File: config.mk
export PLATFORM = sky130hd
export DESIGN_NAME = ps2_rx_fifo
export DESIGN_NICKNAME = d
export VERILOG_FILES = /design/src/rtl/ps2_rx_fifo.sv
export SDC_FILE = /design/constraint.sdc
export NUM_CORES = 1
export LEC_CHECK = 0
export ABC_CLOCK_PERIOD_IN_PS = 3000
export CAP_MARGIN = 20
export CORE_MARGIN = 4
export CORE_UTILIZATION = 55
export DETAILED_ROUTE_END_ITERATION = 10
export PLACE_DENSITY = 0.73
export SYNTH_ARGS = -nofsm -noshare
export SYNTH_HDL_FRONTEND = slang
export SYNTH_SLANG_ARGS = --single-unit
export TNS_END_PERCENT = 20
File: constraint.sdc
create_clock -name clk -period 3 [get_ports clk]
set_input_delay 0.45 -clock clk [delete_from_list [all_inputs] [get_ports clk]]
set_output_delay 0.45 -clock clk [all_outputs]
set_load 0.005 [all_outputs]
File: src/rtl/ps2_rx_fifo.sv
// Multi-channel PS/2 receive buffer: one FWFT FIFO per decoder channel, a shared select/pop read port and an irq.
// Optional build macro PS2_ERR_DROP_EN: frame-error strobes are dropped and flagged on err_seen_o instead of stored.
module ps2_rx_fifo #(
    parameter  int NCH   = 2,
    parameter  int DEPTH = 16,
    localparam int CHW   = (NCH > 1) ? $clog2(NCH) : 1,
    localparam int CW    = $clog2(DEPTH + 1)
) (
    input  logic              clk,
    input  logic              reset_i,
    input  logic [NCH*8-1:0]  code_i,
    input  logic [NCH-1:0]    strobe_i,
    input  logic [NCH-1:0]    err_i,
    input  logic [CHW-1:0]    sel_i,
    input  logic              rd_i,
    output logic [7:0]        data_o,
    output logic              err_o,
    output logic [CW-1:0]     count_o,
    output logic [NCH-1:0]    empty_o,
    output logic [NCH-1:0]    full_o,
    output logic [NCH-1:0]    overflow_o,
    input  logic [NCH-1:0]    clr_ovf_i,
    output logic [NCH-1:0]    err_seen_o,
    output logic              irq_o
);

    localparam int            AW      = $clog2(DEPTH);
    localparam logic [CW-1:0] FULLCNT = CW'(DEPTH);

    logic [8:0]     r_mem    [NCH][DEPTH];
    logic [AW-1:0]  r_wrPtr  [NCH];
    logic [AW-1:0]  r_rdPtr  [NCH];
    logic [CW-1:0]  r_count  [NCH];
    logic [NCH-1:0] r_overflow;

    logic [NCH-1:0] w_sel;
    logic [NCH-1:0] w_empty;
    logic [NCH-1:0] w_full;
    logic [NCH-1:0] w_store;
    logic [NCH-1:0] w_pop;
    logic [NCH-1:0] w_push;
    logic [NCH-1:0] w_ovfSet;
    logic [8:0]     w_entry  [NCH];

`ifdef PS2_ERR_DROP_EN
    logic [NCH-1:0] r_errSeen;
    logic [NCH-1:0] w_errDrop;
`endif

    // A pop on a full channel frees the slot that a same-cycle strobe then fills.
    always_comb begin
        w_sel    = '0;
        w_empty  = '0;
        w_full   = '0;
        w_store  = '0;
        w_pop    = '0;
        w_push   = '0;
        w_ovfSet = '0;
`ifdef PS2_ERR_DROP_EN
        w_errDrop = '0;
`endif
        for (int n = 0; n < NCH; n++) begin
            w_entry[n] = '0;
            w_empty[n] = (r_count[n] == '0);
            w_full[n]  = (r_count[n] == FULLCNT);
            w_sel[n]   = (sel_i == CHW'(n));
            w_pop[n]   = rd_i && w_sel[n] && !w_empty[n];
`ifdef PS2_ERR_DROP_EN
            w_store[n]   = strobe_i[n] && !err_i[n];
            w_errDrop[n] = strobe_i[n] && err_i[n];
            w_entry[n]   = {1'b0, code_i[8*n +: 8]};
`else
            w_store[n]   = strobe_i[n];
            w_entry[n]   = {err_i[n], code_i[8*n +: 8]};
`endif
            w_push[n]   = w_store[n] && (!w_full[n] || w_pop[n]);
            w_ovfSet[n] = w_store[n] && w_full[n] && !w_pop[n];
        end
    end

    always_ff @(posedge clk or posedge reset_i) begin
        if (reset_i) begin
            for (int n = 0; n < NCH; n++) begin
                r_wrPtr[n] <= '0;
                r_rdPtr[n] <= '0;
                r_count[n] <= '0;
            end
            r_overflow <= '0;
        end else begin
            for (int n = 0; n < NCH; n++) begin
                if (w_push[n]) begin
                    r_wrPtr[n] <= r_wrPtr[n] + AW'(1);
                end
                if (w_pop[n]) begin
                    r_rdPtr[n] <= r_rdPtr[n] + AW'(1);
                end
                if (w_push[n] && !w_pop[n]) begin
                    r_count[n] <= r_count[n] + CW'(1);
                end else if (w_pop[n] && !w_push[n]) begin
                    r_count[n] <= r_count[n] - CW'(1);
                end
                // A new overflow takes priority over a same-cycle clear so no event is lost.
                if (w_ovfSet[n]) begin
                    r_overflow[n] <= 1'b1;
                end else if (clr_ovf_i[n]) begin
                    r_overflow[n] <= 1'b0;
                end
            end
        end
    end

    // Storage carries no reset; unread slots are never presented because empty gates the read mux.
    always_ff @(posedge clk) begin
        for (int n = 0; n < NCH; n++) begin
            if (w_push[n]) begin
                r_mem[n][r_wrPtr[n]] <= w_entry[n];
            end
        end
    end

`ifdef PS2_ERR_DROP_EN
    always_ff @(posedge clk or posedge reset_i) begin
        if (reset_i) begin
            r_errSeen <= '0;
        end else begin
            for (int n = 0; n < NCH; n++) begin
                if (w_errDrop[n]) begin
                    r_errSeen[n] <= 1'b1;
                end else if (clr_ovf_i[n]) begin
                    r_errSeen[n] <= 1'b0;
                end
            end
        end
    end

    assign err_seen_o = r_errSeen;
`else
    assign err_seen_o = '0;
`endif

    // Out-of-range selects match no channel and so read as zero.
    always_comb begin
        data_o  = '0;
        err_o   = 1'b0;
        count_o = '0;
        for (int n = 0; n < NCH; n++) begin
            if (w_sel[n]) begin
                count_o = r_count[n];
                if (!w_empty[n]) begin
                    {err_o, data_o} = r_mem[n][r_rdPtr[n]];
                end
            end
        end
    end

    assign empty_o    = w_empty;
    assign full_o     = w_full;
    assign overflow_o = r_overflow;
    assign irq_o      = |(~w_empty);

endmodule
==> run_results.csv, run 1 <==
group,metric,value,unit
outcome,status,"complete, no violations",
drt,ant_nets,0,
logic_synthesis,yosys.area.top_type,"edfxtp_1",
logic_synthesis,synth_cell_types,41,
min_path,holdCritPathClass,"input port to async pin",
timing,period_share,99.01,%
logic_synthesis,synth_area_leaders,"edfxtp_1 (67%), mux2i_1 (7.1%), dfrtp_1 (5.4%)",
drt,avgViaCountPerCell,5.736,
logic_synthesis,synth_edf_count,288,
finish,syn_to_final_growth,17.33,%
logic_synthesis,synth.avg_cell_area,17.57,µm²
placed_design,dpl.hpwl,16.83,mm
cts,cts_hold_buf,0,
worst_setup_path,end_kind,"output port",
logic_synthesis,async_flop_share,8.861,%
logic_synthesis,synth.most_common_cell,"edfxtp_1",
timing,rsz0062_at_grt,"yes",
finish,fill_cells,1524,
power_and_ir_drop,p_per_area,933.4,nW/µm²
cts,cts_made_buffers,30,
finish,regArea,9355,µm²
global_routing,grt_pass1_vias,6959,
finish,nNetsFinal,894,
drt,firstDrtPassIters,5,
finish,final_core_util,66.56,%
power_and_ir_drop,p_leak,5.440,nW
floorplanning,rows,55,
global_routing,grt_max_degree,39,
logic_synthesis,yosysTopAreaCellShare,66.53,%
floorplanning,die_w,161.7,µm
timing,hold_viol,0,
timing,timing.setup.tns,0,ns
worst_setup_path,crit_fanout,9,
logic_synthesis,synth-seq-cells,316,
drt,routedWlPerCell,22.16,µm
worst_setup_path,arrival,2.52,ns
floorplanning,io_pins,49,
worst_setup_path,regToRegEndpoint,"r_count[9]",
drt,vias,6769,
worst_setup_path,timing.rr.start,"r_count[5]",
global_routing,grt_pass1_wl,40.12,mm
cts,cts_buffer_depth,3,
worst_setup_path,required,2.55,ns
logic_synthesis,synth_ff_type,"edfxtp_1",
floorplanning,die_h,161.7,µm
floorplanning,core,22920,µm²
cts,htreeDepth,1,
drt,drc_errors,0,
worst_setup_path,reg2reg_slack,0.21,ns
drt,drtIter0Drc,484,
finish,multi_input_area,3478,µm²
timing,period_minus_slack,2.970,ns
cts,clock-sinks,316,
drt,drt_wl_total,26.15,mm
placed_design,gp_congestion,0.8238,
global_routing,grt_use_total,20.03,%
logic_synthesis,synth_seq_area_share,71.92,%
timing,skew,0.01255,ns
finish,layout-drive-gt1-share,20.30,%
timing,slew_viol_final,0,
cts,cts_tree,"done",
cts,clockRootBuffer,"clkbuf_16",
worst_setup_path,ff2ff_path_depth,12,
logic_synthesis,synth_commonest_cells,"edfxtp_1 (288), mux2i_1 (92), nand2_1 (39), a22oi_1 (33), nor2_1 (30)",
worst_setup_path,crit_type,"flip-flop to output port",
timing,relSlewSlack,44.63,%
global_routing,grt_overflow,0,
global_routing,antenna_found_initial,0,
placed_design,portBuffers,46,
timing,fmax,336.7,MHz
cts,path_clk_slew,0.06,ns
timing,worst_pin_slew,0.8296,ns
timing,setup_viol,0,
finish,diodes,0,
worst_setup_path,cp-start-kind,"flip-flop",
job,cap_violations,0,
floorplanning,dieArea,26160,µm²
logic_synthesis,syn_inst,740,
cts,clk_latency,0.54,ns
power_and_ir_drop,peakVddDrop,0.0005948,V
logic_synthesis,syn-cell-area,13000,µm²
floorplanning,start_util,56.73,%
logic_synthesis,synth_warnings,0,
registers in the layout (all words and copies together), names as in the netlist:
register and cells:
r_rdPtr 8, r_count 10, overflow_o 2, r_mem 288, r_wrPtr 8
cell families (layout without fill, tap and decap cells):
| family | Yosys count | count (layout) | synth area share [%] |
|---|---|---|---|
| other cells | 1 | 2 | 0.02885 |
| fa+ha+maj | 21 | 21 | 2.137 |
| xor+xnor | 21 | 21 | 1.415 |
| mux | 135 | 135 | 14.16 |
| simple gates | 119 | 119 | 4.322 |
| buf+inv | 54 | 180 | 2.088 |
| flops | 316 | 316 | 71.92 |
| compound gates | 73 | 73 | 3.936 |
how the worst max path moves through the flow:
stage,startpoint,end,slack [ns],cells after the start
3_3_place_gp,sel_i,err_o,0.05,6
4_1_cts,r_rdPtr[5],data_o[6],-0.05,8
2_1_floorplan,r_count[5],r_count[9],0.38,12
5_1_grt,r_rdPtr[5],data_o[4],-0.07,8
3_5_place_dp,sel_i,err_o,0.006,6
6_report,r_rdPtr[5],data_o[4],0.03,8
layout by cell type (no fill, tap or decap), types with 3 or more instances in the layout:
cell type        synthesis  final
a21boi_2                 3      3
a21o_1                   3      3
a21oi_1                  7      7
a22oi_1                 33     33
and2_1                   6      6
buf_12                   1      8
buf_2                   17      3
buf_4                    6     56
clkbuf_1                 8      9
clkbuf_16                0     31
clkbuf_2                 1      3
clkbuf_8                 0      3
clkdlybuf4s50_1          0     37
clkinv_1                 0      4
clkinv_2                 0      5
dfrtp_1                 28     23
dfrtp_2                  0      5
edfxtp_1               288    288
ha_1                    19     19
inv_1                   15     15
mux2_2                   7      7
mux2i_1                 92     83
mux2i_2                  0      5
mux2i_4                  0      4
mux4_1                   8      5
mux4_2                  28     31
nand2_1                 39     38
nand2b_1                 7      5
nand3_1                  5      5
nand4_1                  6      6
nor2_1                  30     30
nor2b_1                  6      4
nor3_1                   8      8
o21ai_0                  7      7
o22ai_1                 16     16
or2_1                    8      8
xnor2_1                 19     19
per-stage QoR:
step / cells / hold WS [ns] / instance area (µm²) / setup slack [ns] / total power [mW]
2_1_floorplan: 741 / 0.4766 / 13000 / 0.3844 / 8.818
3_3_place_gp: 1114 / 0.4765 / 14120 / 0.04905 / 10.33
3_5_place_dp: 1114 / 0.4918 / 14120 / 0.005809 / 10.49
4_1_cts: 1180 / 0.3888 / 15220 / -0.05316 / 14.25
5_1_grt: 1180 / 0.4449 / 15250 / -0.06607 / 14.90
6_report: 1180 / 0.3686 / 15250 / 0.02983 / 14.24
metal layers:
metal	track usage (%)	share of wire, %	vias to the layer above
li1	-	-	3102
met1	26.91	41	3457
met2	35.40	52	179
met3	2.791	5.6	31
met4	4.421	1.9	0
met5	0	0	-
power by group:
group	total, mW	switching (mW)	internal (mW)
logic	4.97	2.53	2.44
registers	5.83	0.427	5.40
clock network	3.44	1.49	1.95
total	14.2	4.45	9.79
critical path: stages (launching register included):
cell             delay, ns
dfrtp_2               0.40
buf_4                 0.14
buf_12                0.14
buf_4                 0.13
mux4_2                0.42
mux2i_2               0.21
o22ai_1               0.09
or2_1                 0.22
clkdlybuf4s15_1       0.21
repair_timing:
item                                    CTS  global route
pin swaps                                16             7
gates resized for setup                  48             8
buffers inserted                         12             0
endpoints found under the setup margin    9             9
cloned                                    2             0
layout make-up:
cell class	count	share of cell area, %
Clock buffer	43	5.578
Timing Repair Buffer	113	7.087
Tap cell	313	2.567
Clock inverter	9	0.2625
Multi-Input combinational cell	371	22.80
Sequential cell	316	61.33
Inverter	15	0.3691
Note: power is estimated with default switching activity, not from simulation.
==> run 2: changes to the inputs <==
--- a/config.mk
+++ b/config.mk
@@ -11,6 +11,7 @@
 export CORE_UTILIZATION = 55
 export DETAILED_ROUTE_END_ITERATION = 10
 export PLACE_DENSITY = 0.73
+export SLEW_MARGIN = 25
 export SYNTH_ARGS = -nofsm -noshare
 export SYNTH_HDL_FRONTEND = slang
 export SYNTH_SLANG_ARGS = --single-unit
==> results of run 2 <==
Final layout, timing and power as in run 1 (identical DEF).
